`src/rtl/lookup_scan_ctrl_pkg.sv`:
```
// Shared types for the lookup scan engine: FSM encoding, cell record, defaults.
package lookup_scan_ctrl_pkg;

  localparam int DEF_W       = 8;
  localparam int DEF_N_CELLS = 16;

  typedef enum logic [1:0] {
    ST_IDLE = 2'd0,
    ST_SCAN = 2'd1,
    ST_RESP = 2'd2
  } state_e;

  // Cell record at the default field width; blocks built with a different W
  // declare the same layout locally.
  typedef struct packed {
    logic             elt_def;
    logic [DEF_W-1:0] rank;
    logic [DEF_W-1:0] low;
    logic [DEF_W-1:0] high;
    logic [DEF_W-1:0] index;
    logic [DEF_W-1:0] value;
  } cell_t;

endpackage

```
`src/rtl/lookup_scan_ctrl_if.sv`:
```
// Bus bundle for the scan engine: cell write port, lookup request, response.
interface lookup_scan_ctrl_if
  import lookup_scan_ctrl_pkg::*;
#(
  parameter int N_CELLS = DEF_N_CELLS,
  parameter int W       = DEF_W
);
  localparam int AW = $clog2(N_CELLS);

  logic          wr_en;
  logic          wr_ready;
  logic [AW-1:0] wr_addr;
  logic          wr_eltDef;
  logic [W-1:0]  wr_rank;
  logic [W-1:0]  wr_low;
  logic [W-1:0]  wr_high;
  logic [W-1:0]  wr_index;
  logic [W-1:0]  wr_value;

  logic          req_valid;
  logic          req_ready;
  logic [W-1:0]  req_index;
  logic [W-1:0]  req_metadata;
  logic          req_isMetadata;

  logic          rsp_valid;
  logic          rsp_ready;
  logic          rsp_found;
  logic [W-1:0]  rsp_value;
  logic [W-1:0]  rsp_rank;

  modport master (
    output wr_en, wr_addr, wr_eltDef, wr_rank, wr_low, wr_high, wr_index, wr_value,
    input  wr_ready,
    output req_valid, req_index, req_metadata, req_isMetadata,
    input  req_ready,
    input  rsp_valid, rsp_found, rsp_value, rsp_rank,
    output rsp_ready
  );

  modport slave (
    input  wr_en, wr_addr, wr_eltDef, wr_rank, wr_low, wr_high, wr_index, wr_value,
    output wr_ready,
    input  req_valid, req_index, req_metadata, req_isMetadata,
    output req_ready,
    output rsp_valid, rsp_found, rsp_value, rsp_rank,
    input  rsp_ready
  );

endinterface

```
`src/rtl/lookup_scan_ctrl_cell_match.sv`:
```
// Per-cell match predicate: defined cell, exact index hit, metadata inside
// [low, high] and a metadata-qualified request. Value/rank pass through.
module lookup_cell_match
  import lookup_scan_ctrl_pkg::*;
#(
  parameter int W = DEF_W
) (
  input  logic         elt_def_i,
  input  logic [W-1:0] index_i,
  input  logic [W-1:0] low_i,
  input  logic [W-1:0] high_i,
  input  logic [W-1:0] rank_i,
  input  logic [W-1:0] value_i,
  input  logic [W-1:0] key_i,
  input  logic [W-1:0] meta_i,
  input  logic         is_meta_i,
  output logic         hit_o,
  output logic [W-1:0] rank_o,
  output logic [W-1:0] value_o
);

  // All comparisons unsigned at W bits; both bounds inclusive.
  always_comb begin
    hit_o   = elt_def_i && (index_i == key_i) && (low_i <= meta_i) &&
              (meta_i <= high_i) && is_meta_i;
    rank_o  = rank_i;
    value_o = value_i;
  end

endmodule

```
`src/rtl/lookup_scan_ctrl.sv`:
```
// Sequential lookup scan engine. Holds N_CELLS cells in flops, walks them one
// per clock for each request and reports the highest-rank matching cell.
// The match result of cell[ptr] is registered before the rank reduction, so a
// scan takes N_CELLS+1 cycles from accept to response.
module lookup_scan_ctrl
  import lookup_scan_ctrl_pkg::*;
#(
  parameter int N_CELLS = DEF_N_CELLS,
  parameter int W       = DEF_W
) (
  input  logic              clk,
  input  logic              rst,
  lookup_scan_ctrl_if.slave lk_if
);

  localparam int            AW       = $clog2(N_CELLS);
  localparam logic [AW-1:0] PTR_LAST = AW'(N_CELLS - 1);

  typedef struct packed {
    logic         elt_def;
    logic [W-1:0] rank;
    logic [W-1:0] low;
    logic [W-1:0] high;
    logic [W-1:0] index;
    logic [W-1:0] value;
  } cell_rec_t;

  cell_rec_t     cells_q [N_CELLS];
  cell_rec_t     wr_cell;
  cell_rec_t     cur_cell;

  state_e        state_q, state_d;
  logic [AW-1:0] ptr_q, ptr_d;
  logic          iss_q, iss_d;          // cells still to be issued this scan
  logic          m_vld_q, m_vld_d;      // registered match stage holds a result
  logic          m_last_q, m_last_d;    // ...and it belongs to the last cell
  logic          m_hit_q, m_hit_d;
  logic [W-1:0]  m_rank_q, m_rank_d;
  logic [W-1:0]  m_value_q, m_value_d;
  logic          found_q, found_d;
  logic [W-1:0]  best_rank_q, best_rank_d;
  logic [W-1:0]  best_value_q, best_value_d;
  logic [W-1:0]  key_q, key_d;
  logic [W-1:0]  meta_q, meta_d;
  logic          is_meta_q, is_meta_d;

  logic          idle;
  logic          wr_fire;
  logic          req_fire;
  logic          hit;
  logic [W-1:0]  hit_rank;
  logic [W-1:0]  hit_value;

  assign idle     = (state_q == ST_IDLE);
  assign wr_fire  = lk_if.wr_en && idle;
  assign req_fire = lk_if.req_valid && idle;

  assign wr_cell  = '{elt_def: lk_if.wr_eltDef, rank: lk_if.wr_rank, low: lk_if.wr_low,
                      high: lk_if.wr_high, index: lk_if.wr_index, value: lk_if.wr_value};
  assign cur_cell = cells_q[ptr_q];

  lookup_cell_match #(.W(W)) u_match (
    .elt_def_i (cur_cell.elt_def),
    .index_i   (cur_cell.index),
    .low_i     (cur_cell.low),
    .high_i    (cur_cell.high),
    .rank_i    (cur_cell.rank),
    .value_i   (cur_cell.value),
    .key_i     (key_q),
    .meta_i    (meta_q),
    .is_meta_i (is_meta_q),
    .hit_o     (hit),
    .rank_o    (hit_rank),
    .value_o   (hit_value)
  );

  // Cell storage; a write landing on the accept edge is seen by the scan,
  // which reads its first cell one cycle later.
  always_ff @(posedge clk or posedge rst) begin
    if (rst) begin
      for (int i = 0; i < N_CELLS; i++) cells_q[i] <= '0;
    end else if (wr_fire) begin
      cells_q[lk_if.wr_addr] <= wr_cell;
    end
  end

  // FSM state register.
  always_ff @(posedge clk or posedge rst) begin
    if (rst) state_q <= ST_IDLE;
    else     state_q <= state_d;
  end

  // Next state, scan pointer, match stage and best-match reduction.
  always_comb begin
    state_d      = state_q;
    ptr_d        = ptr_q;
    iss_d        = iss_q;
    m_vld_d      = 1'b0;
    m_last_d     = m_last_q;
    m_hit_d      = m_hit_q;
    m_rank_d     = m_rank_q;
    m_value_d    = m_value_q;
    found_d      = found_q;
    best_rank_d  = best_rank_q;
    best_value_d = best_value_q;
    key_d        = key_q;
    meta_d       = meta_q;
    is_meta_d    = is_meta_q;
    case (state_q)
      ST_IDLE: begin
        if (req_fire) begin
          state_d      = ST_SCAN;
          key_d        = lk_if.req_index;
          meta_d       = lk_if.req_metadata;
          is_meta_d    = lk_if.req_isMetadata;
          ptr_d        = '0;
          iss_d        = 1'b1;
          found_d      = 1'b0;
          best_rank_d  = '0;
          best_value_d = '0;
        end
      end
      ST_SCAN: begin
        if (iss_q) begin
          m_vld_d   = 1'b1;
          m_hit_d   = hit;
          m_rank_d  = hit_rank;
          m_value_d = hit_value;
          m_last_d  = (ptr_q == PTR_LAST);
          ptr_d     = ptr_q + 1'b1;
          if (ptr_q == PTR_LAST) iss_d = 1'b0;
        end
        // Strictly-greater keeps the lowest address on rank ties.
        if (m_vld_q && m_hit_q && (!found_q || (m_rank_q > best_rank_q))) begin
          found_d      = 1'b1;
          best_rank_d  = m_rank_q;
          best_value_d = m_value_q;
        end
        if (m_vld_q && m_last_q) state_d = ST_RESP;
      end
      ST_RESP: begin
        if (lk_if.rsp_ready) state_d = ST_IDLE;
      end
      default: state_d = ST_IDLE;
    endcase
  end

  // Datapath registers.
  always_ff @(posedge clk or posedge rst) begin
    if (rst) begin
      ptr_q        <= '0;
      iss_q        <= 1'b0;
      m_vld_q      <= 1'b0;
      m_last_q     <= 1'b0;
      m_hit_q      <= 1'b0;
      m_rank_q     <= '0;
      m_value_q    <= '0;
      found_q      <= 1'b0;
      best_rank_q  <= '0;
      best_value_q <= '0;
      key_q        <= '0;
      meta_q       <= '0;
      is_meta_q    <= 1'b0;
    end else begin
      ptr_q        <= ptr_d;
      iss_q        <= iss_d;
      m_vld_q      <= m_vld_d;
      m_last_q     <= m_last_d;
      m_hit_q      <= m_hit_d;
      m_rank_q     <= m_rank_d;
      m_value_q    <= m_value_d;
      found_q      <= found_d;
      best_rank_q  <= best_rank_d;
      best_value_q <= best_value_d;
      key_q        <= key_d;
      meta_q       <= meta_d;
      is_meta_q    <= is_meta_d;
    end
  end

  // Handshake and response outputs, decoded from registered state only.
  always_comb begin
    lk_if.wr_ready  = idle;
    lk_if.req_ready = idle;
    lk_if.rsp_valid = (state_q == ST_RESP);
    lk_if.rsp_found = (state_q == ST_RESP) && found_q;
    lk_if.rsp_value = '0;
    lk_if.rsp_rank  = '0;
    if ((state_q == ST_RESP) && found_q) begin
      lk_if.rsp_value = best_value_q;
      lk_if.rsp_rank  = best_rank_q;
    end
  end

endmodule

```
`src/flat_wrapper.sv`:
```
// flat-port wrapper written by rule: the top's interface ports become plain ports
module lookup_scan_ctrl_flat import lookup_scan_ctrl_pkg::*;
#(
  parameter int N_CELLS = DEF_N_CELLS,
  parameter int W       = DEF_W
)
  (clk, rst, lk_if_wr_en, lk_if_wr_addr, lk_if_wr_eltDef, lk_if_wr_rank, lk_if_wr_low, lk_if_wr_high, lk_if_wr_index, lk_if_wr_value, lk_if_wr_ready, lk_if_req_valid, lk_if_req_index, lk_if_req_metadata, lk_if_req_isMetadata, lk_if_req_ready, lk_if_rsp_valid, lk_if_rsp_found, lk_if_rsp_value, lk_if_rsp_rank, lk_if_rsp_ready);
  lookup_scan_ctrl_if #(.N_CELLS(N_CELLS), .W(W)) lk_if_i ();
  input  logic clk;
  input  logic rst;
  input wire logic [$bits(lk_if_i.wr_en)-1:0] lk_if_wr_en;
  input wire logic [$bits(lk_if_i.wr_addr)-1:0] lk_if_wr_addr;
  input wire logic [$bits(lk_if_i.wr_eltDef)-1:0] lk_if_wr_eltDef;
  input wire logic [$bits(lk_if_i.wr_rank)-1:0] lk_if_wr_rank;
  input wire logic [$bits(lk_if_i.wr_low)-1:0] lk_if_wr_low;
  input wire logic [$bits(lk_if_i.wr_high)-1:0] lk_if_wr_high;
  input wire logic [$bits(lk_if_i.wr_index)-1:0] lk_if_wr_index;
  input wire logic [$bits(lk_if_i.wr_value)-1:0] lk_if_wr_value;
  output wire logic [$bits(lk_if_i.wr_ready)-1:0] lk_if_wr_ready;
  input wire logic [$bits(lk_if_i.req_valid)-1:0] lk_if_req_valid;
  input wire logic [$bits(lk_if_i.req_index)-1:0] lk_if_req_index;
  input wire logic [$bits(lk_if_i.req_metadata)-1:0] lk_if_req_metadata;
  input wire logic [$bits(lk_if_i.req_isMetadata)-1:0] lk_if_req_isMetadata;
  output wire logic [$bits(lk_if_i.req_ready)-1:0] lk_if_req_ready;
  output wire logic [$bits(lk_if_i.rsp_valid)-1:0] lk_if_rsp_valid;
  output wire logic [$bits(lk_if_i.rsp_found)-1:0] lk_if_rsp_found;
  output wire logic [$bits(lk_if_i.rsp_value)-1:0] lk_if_rsp_value;
  output wire logic [$bits(lk_if_i.rsp_rank)-1:0] lk_if_rsp_rank;
  input wire logic [$bits(lk_if_i.rsp_ready)-1:0] lk_if_rsp_ready;
  assign lk_if_i.wr_en = lk_if_wr_en;
  assign lk_if_i.wr_addr = lk_if_wr_addr;
  assign lk_if_i.wr_eltDef = lk_if_wr_eltDef;
  assign lk_if_i.wr_rank = lk_if_wr_rank;
  assign lk_if_i.wr_low = lk_if_wr_low;
  assign lk_if_i.wr_high = lk_if_wr_high;
  assign lk_if_i.wr_index = lk_if_wr_index;
  assign lk_if_i.wr_value = lk_if_wr_value;
  assign lk_if_wr_ready = lk_if_i.wr_ready;
  assign lk_if_i.req_valid = lk_if_req_valid;
  assign lk_if_i.req_index = lk_if_req_index;
  assign lk_if_i.req_metadata = lk_if_req_metadata;
  assign lk_if_i.req_isMetadata = lk_if_req_isMetadata;
  assign lk_if_req_ready = lk_if_i.req_ready;
  assign lk_if_rsp_valid = lk_if_i.rsp_valid;
  assign lk_if_rsp_found = lk_if_i.rsp_found;
  assign lk_if_rsp_value = lk_if_i.rsp_value;
  assign lk_if_rsp_rank = lk_if_i.rsp_rank;
  assign lk_if_i.rsp_ready = lk_if_rsp_ready;
  lookup_scan_ctrl #(.N_CELLS(N_CELLS), .W(W)) u_core (.clk(clk), .rst(rst), .lk_if(lk_if_i));
endmodule
```
`config.mk`:
```
export PLATFORM = sky130hd
export DESIGN_NAME = lookup_scan_ctrl_flat
export DESIGN_NICKNAME = d
export VERILOG_FILES = /design/src/rtl/lookup_scan_ctrl_pkg.sv /design/src/rtl/lookup_scan_ctrl_if.sv /design/src/rtl/lookup_scan_ctrl_cell_match.sv /design/src/rtl/lookup_scan_ctrl.sv /design/src/flat_wrapper.sv
export SDC_FILE = /design/constraint.sdc
export NUM_CORES = 1
export LEC_CHECK = 0
export ABC_AREA = 1
export CAP_MARGIN = 30
export CORE_MARGIN = 2
export CORE_UTILIZATION = 50
export CTS_CLUSTER_DIAMETER = 60
export CTS_CLUSTER_SIZE = 25
export DETAILED_ROUTE_END_ITERATION = 8
export PLACE_DENSITY = 0.64
export SYNTH_ARGS = -nofsm -noshare
export SYNTH_HDL_FRONTEND = slang
export SYNTH_SLANG_ARGS = --single-unit
```
`constraint.sdc`:
```
create_clock -name clk -period 57.6 [get_ports clk]
set_input_delay 11.52 -clock clk [delete_from_list [all_inputs] [get_ports clk]]
set_output_delay 11.52 -clock clk [all_outputs]
set_load 0.01 [all_outputs]
```
-- Word level (Yosys, flattened, before mapping)
Index checks and enable logic that the tools add are counted.
- add/sub/neg operators: 1
- order comparisons: 6
- eq/ne operators: 9
- muxes and demuxes: 29
- bitwise operators: 2
- reductions and logical operators: 21
- operator list (operator ; number):
    bitwise mux 656 bit ; 1
    binary-select mux 41 bit (select 4 bit) ; 1
    demux 41 bit (select 4 bit) ; 1
    2-to-1 mux 41 bit ; 3
    2-to-1 mux 8 bit ; 5
    one-hot mux 8 bit (2 select lines) ; 2
    <= comparator 8 bit ; 2
    logical AND 1 bit ; 11
    greater-or-equal comparator 5 bit, second input constant ; 2
    inverter 4 -> 5 bit ; 2
    AND reduction 3 bit ; 3
    == test 8 bit ; 1
    greater-than comparator 8 bit ; 1
    2-to-1 mux 4 bit ; 2
    != test 2 x 1 -> 1 bit, second input constant ; 4
    one-hot mux 4 bit (2 select lines) ; 1
    2-to-1 mux 1 bit ; 7
    2-to-1 mux 2 bit ; 3
    one-hot mux 2 bit (3 select lines) ; 1
    AND reduction 2 bit ; 3
    < comparator 5 x 1 -> 1 bit, second input constant ; 1
    adder 4 x 1 -> 4 bit, second input constant ; 1
    == test 4 bit, second input constant ; 1
    one-hot mux 1 bit (2 select lines) ; 2
    other kinds (7) ; 7
- bits in registers: 716
- input port bits: 67
- output and inout bits: 20
- logic and storage cells: 178

-- Depth between registers and ports, before layout
- depth after elaboration: 9
- depth in mapped cells: 24

-- By module
From an unflattened synthesis, not the netlist that was laid out.
- cell total of the unflattened synthesis: 3970
- area total of the unflattened synthesis: 32612.5 um2
- by module, submodules not included (module ; times used ; cells an instance ; area each (um2)):
    lookup_scan_ctrl ; 1 ; 3847 ; 31909.4
    lookup_cell_match ; 1 ; 123 ; 703.2

-- Worst setup path before layout
OpenSTA, ideal clock, no wires.
- path type: input port to flip-flop
- start: in lk_if_wr_addr[3]
- end: reg u_core.cells_q[412] (netlist name)
- library setup time: 0.134 ns
- arrival: 12.542 ns
- data required time: 57.466 ns
- setup slack: 44.924 ns
- stages: 6
- path buffers: 2
- path through: clkbuf_1 nor2_2 nand4_2 clkbuf_1 nand2_1 o21ai_0
- word-level cells in the longest chain between the ends: 6
- elaborated cells on any way between the ends: 7
- RTL lines (item ; line ; RTL):
    start, declared ; flat_wrapper.sv:12 ; input wire logic [$bits(lk_if_i.wr_addr)-1:0] lk_if_wr_addr;
    inverter 4 -> 5 bit (implied by the code) (*) ; lookup_scan_ctrl.sv:83 ; cells_q[lk_if.wr_addr] <= wr_cell;
    greater-or-equal comparator 5 bit (implied by the code) or < comparator 5 x 1 -> 1 bit (tied branches) ; lookup_scan_ctrl.sv:83 ;
    logical AND 1 bit (implied by the code) ; lookup_scan_ctrl.sv:83 ;
    2-to-1 mux 41 bit (implied by the code) ; lookup_scan_ctrl.sv:83 ;
    demux 41 bit (select 4 bit) (*) ; lookup_scan_ctrl.sv:83 ;
    bitwise mux 656 bit (*) ; lookup_scan_ctrl.sv:83 ;
    end signal, assigned by index ; lookup_scan_ctrl.sv:83 ;
    end, declared ; lookup_scan_ctrl.sv:28 ; cell_rec_t cells_q [N_CELLS];
Every way passes the cells marked *; elsewhere a longest branch is shown, timed or not.
A chain may end at the register's enable or synchronous reset.

==> flow_summary.yaml <==
synth:
  synthMostInstantiatedCell: "sky130_fd_sc_hd__nand2_1"
  post-synth-top-area-fraction_pct: 55.4
  ys.flop_type: "sky130_fd_sc_hd__dfrtp_1"
  synthDistinctLibCells: 37
  synth_top_area_cell: "sky130_fd_sc_hd__dfrtp_1"
  count_of_warnings_emitted_by_yosys: 0
  syn_area_mm2: 0.0324
  synth_commonest_cells: "sky130_fd_sc_hd__nand2_1, sky130_fd_sc_hd__o21ai_0, sky130_fd_sc_hd__dfrtp_1"
  post_synth_inst_count: 3825
  synthesis.nets: 3917
  synth_async_sr_flop_share_pct: 100
  yosys_register_bits: 716
  number_of_flops_mapped_to_enable_cells_by_yosys: 0
  ys_seq_area_share_pct: 55.4
  synthesis.area_per_instance_um2: 8.46
  netlist_top_cells_area: "sky130_fd_sc_hd__dfrtp_1, sky130_fd_sc_hd__o21ai_0, sky130_fd_sc_hd__nand2_1"
timing:
  grt_setup_unrepaired: "no"
  timing.fmax_ghz: 0.0700
  slew-limit-headroom_pct: 29.4
  slew_violations: 0
  fin_hold_viols: 0
  final.setup.tns_ps: 0
  fin_crit_ps: 14280
  timing.final.crit_share_pct: 24.8
  setup_viol: 0
  tightestPinTransition_ps: 1060
  worst_clock_skew_ps: 35.9
clocking:
  number_of_buffers_inserted_by_post_cts_setup_repair: 0
  cts-resized-gates: 0
  htreeDepth: 2
  clk_pin_slew_ps: 70
  clock_buffers_created_by_tritoncts: 51
  clk-insertion-delay-late_ps: 630
  cts_root_buf: "sky130_fd_sc_hd__clkbuf_16"
  clock_sink_count: 716
  clockBufferDepth: 3
  tritoncts: "done"
  ctsHoldBuffers: 0
floorplan:
  dieHeight_um: 258
  floorplan.core_area_mm2: 0.0642
  top_level_ports: 87
  floorplan.initialDensity_pct: 50.4
  die_area_mm2: 0.0668
  floorplan.die.width_um: 258
  std_cell_rows: 93
job:
  drv_cap: 0
place:
  gp_routability_congestion: 0.766
  detailed_place_hpwl_mm: 48.9
  number_of_i_o_port_buffers: 86
  dpl_cell_area_mm2: 0.0335
power_and_ir_drop:
  peakVddDrop_v: 0.0000431
  powerDensity_mw_per_mm2: 50.4
  power_leakage_nw: 16.2
setup_path:
  worst_r2r_endpoint: "u_core.m_hit_q"
  startpoint_type: "input pin"
  cp_max_fo: 114
  r2r-start: "u_core.ptr_q[0]"
  reg2reg_setup_slack_ps: 52590
  crit_path_end_kind: "async pin"
  data_arrival_time_at_the_worst_slack_endpoint_ps: 14960
  critical_path.startpoint: "rst"
  critical_path_class: "input pin to async pin"
  rr_worst_depth: 18
  cp.required_ps: 58290
grt:
  gr-usage-all-layers_pct: 27.7
  first_global_vias: 24800
  grt_pass1_wl_mm: 146
  grt_overflow_total: 0
  initial_antenna_violation_count: 1
  largest_net_degree_at_the_start_of_global_routing: 166
routing:
  post_drt_wl_per_cell_um: 20.0
  route.detailed.drc: 0
  detail_route.first_pass.iterations: 5
  route.vias.total: 26100
  drt_iter0_markers: 2798
  drt-vias-per-instance: 5.68
  total_wire_length_after_detailed_routing_mm: 91.7
  drtAntennaViolNets: 0
run_status:
  run_status: "finished, final reports clean"
hold_path:
  min_path_cells: 2
  worst_hold_startpoint: "u_core.cells_q[542]"
  hold-path-endpoint: "u_core.cells_q[542]"
  worstHoldPathType: "flip-flop to flip-flop"
finish:
  nets: 3793
  fin_area_mm2: 0.0354
  number_of_diodes: 0
  fraction_of_final_layout_cells_with_drive_strength_greater_than_1_pct: 5.00
  fin_util_pct: 55.1
  area_delta_synth_final_pct: 9.42
==> how the worst max path moves through the flow <==
stage | cells past startpoint | end | slack [ps]
floorplan | 1 | u_core.best_rank_q[0] | 26000
global placement | 5 | u_core.ptr_q[1] | 42090
detailed placement | 5 | u_core.ptr_q[1] | 42090
CTS | 5 | u_core.ptr_q[1] | 42800
global route | 5 | u_core.cells_q[569] | 42830
finish | 5 | u_core.cells_q[651] | 43320
==> worst max-delay path, cell delays in order <==
cell and delay (ps):
sky130_fd_sc_hd__clkdlybuf4s50_1 490, sky130_fd_sc_hd__inv_8 540, sky130_fd_sc_hd__buf_4 840, sky130_fd_sc_hd__buf_4 690, sky130_fd_sc_hd__buf_4 690
==> cells by family (layout without fill, tap and decap cells) <==
logic type	Yosys count	in the layout	share of synthesized area (%)
compound gates	1192	1192	19.9
xor+xnor	1	1	0.0271
simple gates	1418	1418	17.2
flops	716	716	55.4
buf+inv	473	389	6.54
fa+ha+maj	25	25	0.967
==> flip-flops by register name, indices dropped and copies added, names as in the netlist <==
signal	flops
u_core.is_meta_q	1
u_core.iss_q	1
u_core.m_rank_q	8
u_core.meta_q	8
u_core.key_q	8
u_core.m_vld_q	1
u_core.state_q	2
u_core.cells_q	656
u_core.m_last_q	1
u_core.found_q	1
u_core.m_value_q	8
u_core.best_value_q	8
u_core.m_hit_q	1
u_core.best_rank_q	8
u_core.ptr_q	4
==> power breakdown <==
| group | internal (mW) | switching [mW] |
|---|---|---|
| Sequential | 0.655 | 0.0994 |
| Clock | 0.187 | 0.207 |
| Combinational | 0.225 | 0.412 |
| Total | 1.07 | 0.718 |
==> placed cells by master, fill, tap and decap left out, types with 2 or more instances in the layout <==
| master | instances |
|---|---|
| sky130_fd_sc_hd__inv_12 | 7 |
| sky130_fd_sc_hd__clkinv_8 | 9 |
| sky130_fd_sc_hd__clkbuf_1 | 2 |
| sky130_fd_sc_hd__nand4_1 | 2 |
| sky130_fd_sc_hd__clkbuf_16 | 51 |
| sky130_fd_sc_hd__o211a_1 | 3 |
| sky130_fd_sc_hd__nor2_2 | 3 |
| sky130_fd_sc_hd__nand2_4 | 8 |
| sky130_fd_sc_hd__ha_1 | 25 |
| sky130_fd_sc_hd__a21oi_1 | 27 |
| sky130_fd_sc_hd__o21ai_0 | 804 |
| sky130_fd_sc_hd__nand3_4 | 2 |
| sky130_fd_sc_hd__inv_2 | 6 |
| sky130_fd_sc_hd__clkdlybuf4s50_1 | 86 |
| sky130_fd_sc_hd__inv_8 | 4 |
| sky130_fd_sc_hd__o21a_1 | 2 |
| sky130_fd_sc_hd__o21ai_1 | 188 |
| sky130_fd_sc_hd__inv_1 | 147 |
| sky130_fd_sc_hd__clkinv_2 | 2 |
| sky130_fd_sc_hd__a22oi_1 | 5 |
| sky130_fd_sc_hd__nand3_1 | 97 |
| sky130_fd_sc_hd__nand2_1 | 941 |
| sky130_fd_sc_hd__inv_6 | 7 |
| sky130_fd_sc_hd__a221oi_2 | 9 |
| sky130_fd_sc_hd__nor3_1 | 2 |
| sky130_fd_sc_hd__a32oi_1 | 8 |
| sky130_fd_sc_hd__o221ai_1 | 47 |
| sky130_fd_sc_hd__clkbuf_8 | 2 |
| sky130_fd_sc_hd__nand4_4 | 6 |
| sky130_fd_sc_hd__o211ai_1 | 14 |
| sky130_fd_sc_hd__clkinvlp_4 | 3 |
| sky130_fd_sc_hd__dfrtp_1 | 713 |
| sky130_fd_sc_hd__buf_16 | 15 |
| sky130_fd_sc_hd__bufinv_16 | 2 |
| sky130_fd_sc_hd__buf_4 | 38 |
| sky130_fd_sc_hd__o22ai_1 | 82 |
| sky130_fd_sc_hd__clkinv_4 | 5 |
| sky130_fd_sc_hd__dfrtp_4 | 2 |
| sky130_fd_sc_hd__nor2_1 | 354 |
==> cell type report <==
class / count / area (um2)
multi-input combinational: 2636 / 12400
tap: 855 / 1070
clock buffer: 55 / 1310
timing repair buffer: 139 / 1560
inverter: 157 / 612
fill: 6013 / 28800
clock inverter: 38 / 495
sequential: 716 / 17900
==> stage by stage <==
stage                     hold WS [ps]  power [mW]  setup WS, ps  std cells
final                              483        1.79         43320       4596
after global routing               502        1.92         42830       4596
after CTS                          486        1.79         42800       4592
after detailed placement           468        1.39         42090       4499
after global placement             460        1.38         42090       4488
after floorplan                    448        1.23         26000       3825
==> layer usage <==
metal	vias to the layer above	part of all wire (%)	track usage (%)
li1	12500	-	-
met1	12700	46	40.7
met2	798	46	45.1
met4	2	1.6	5.07
met5	-	0.014	0
met3	99	5.9	3.09
Power figures use the tool's default switching activity.
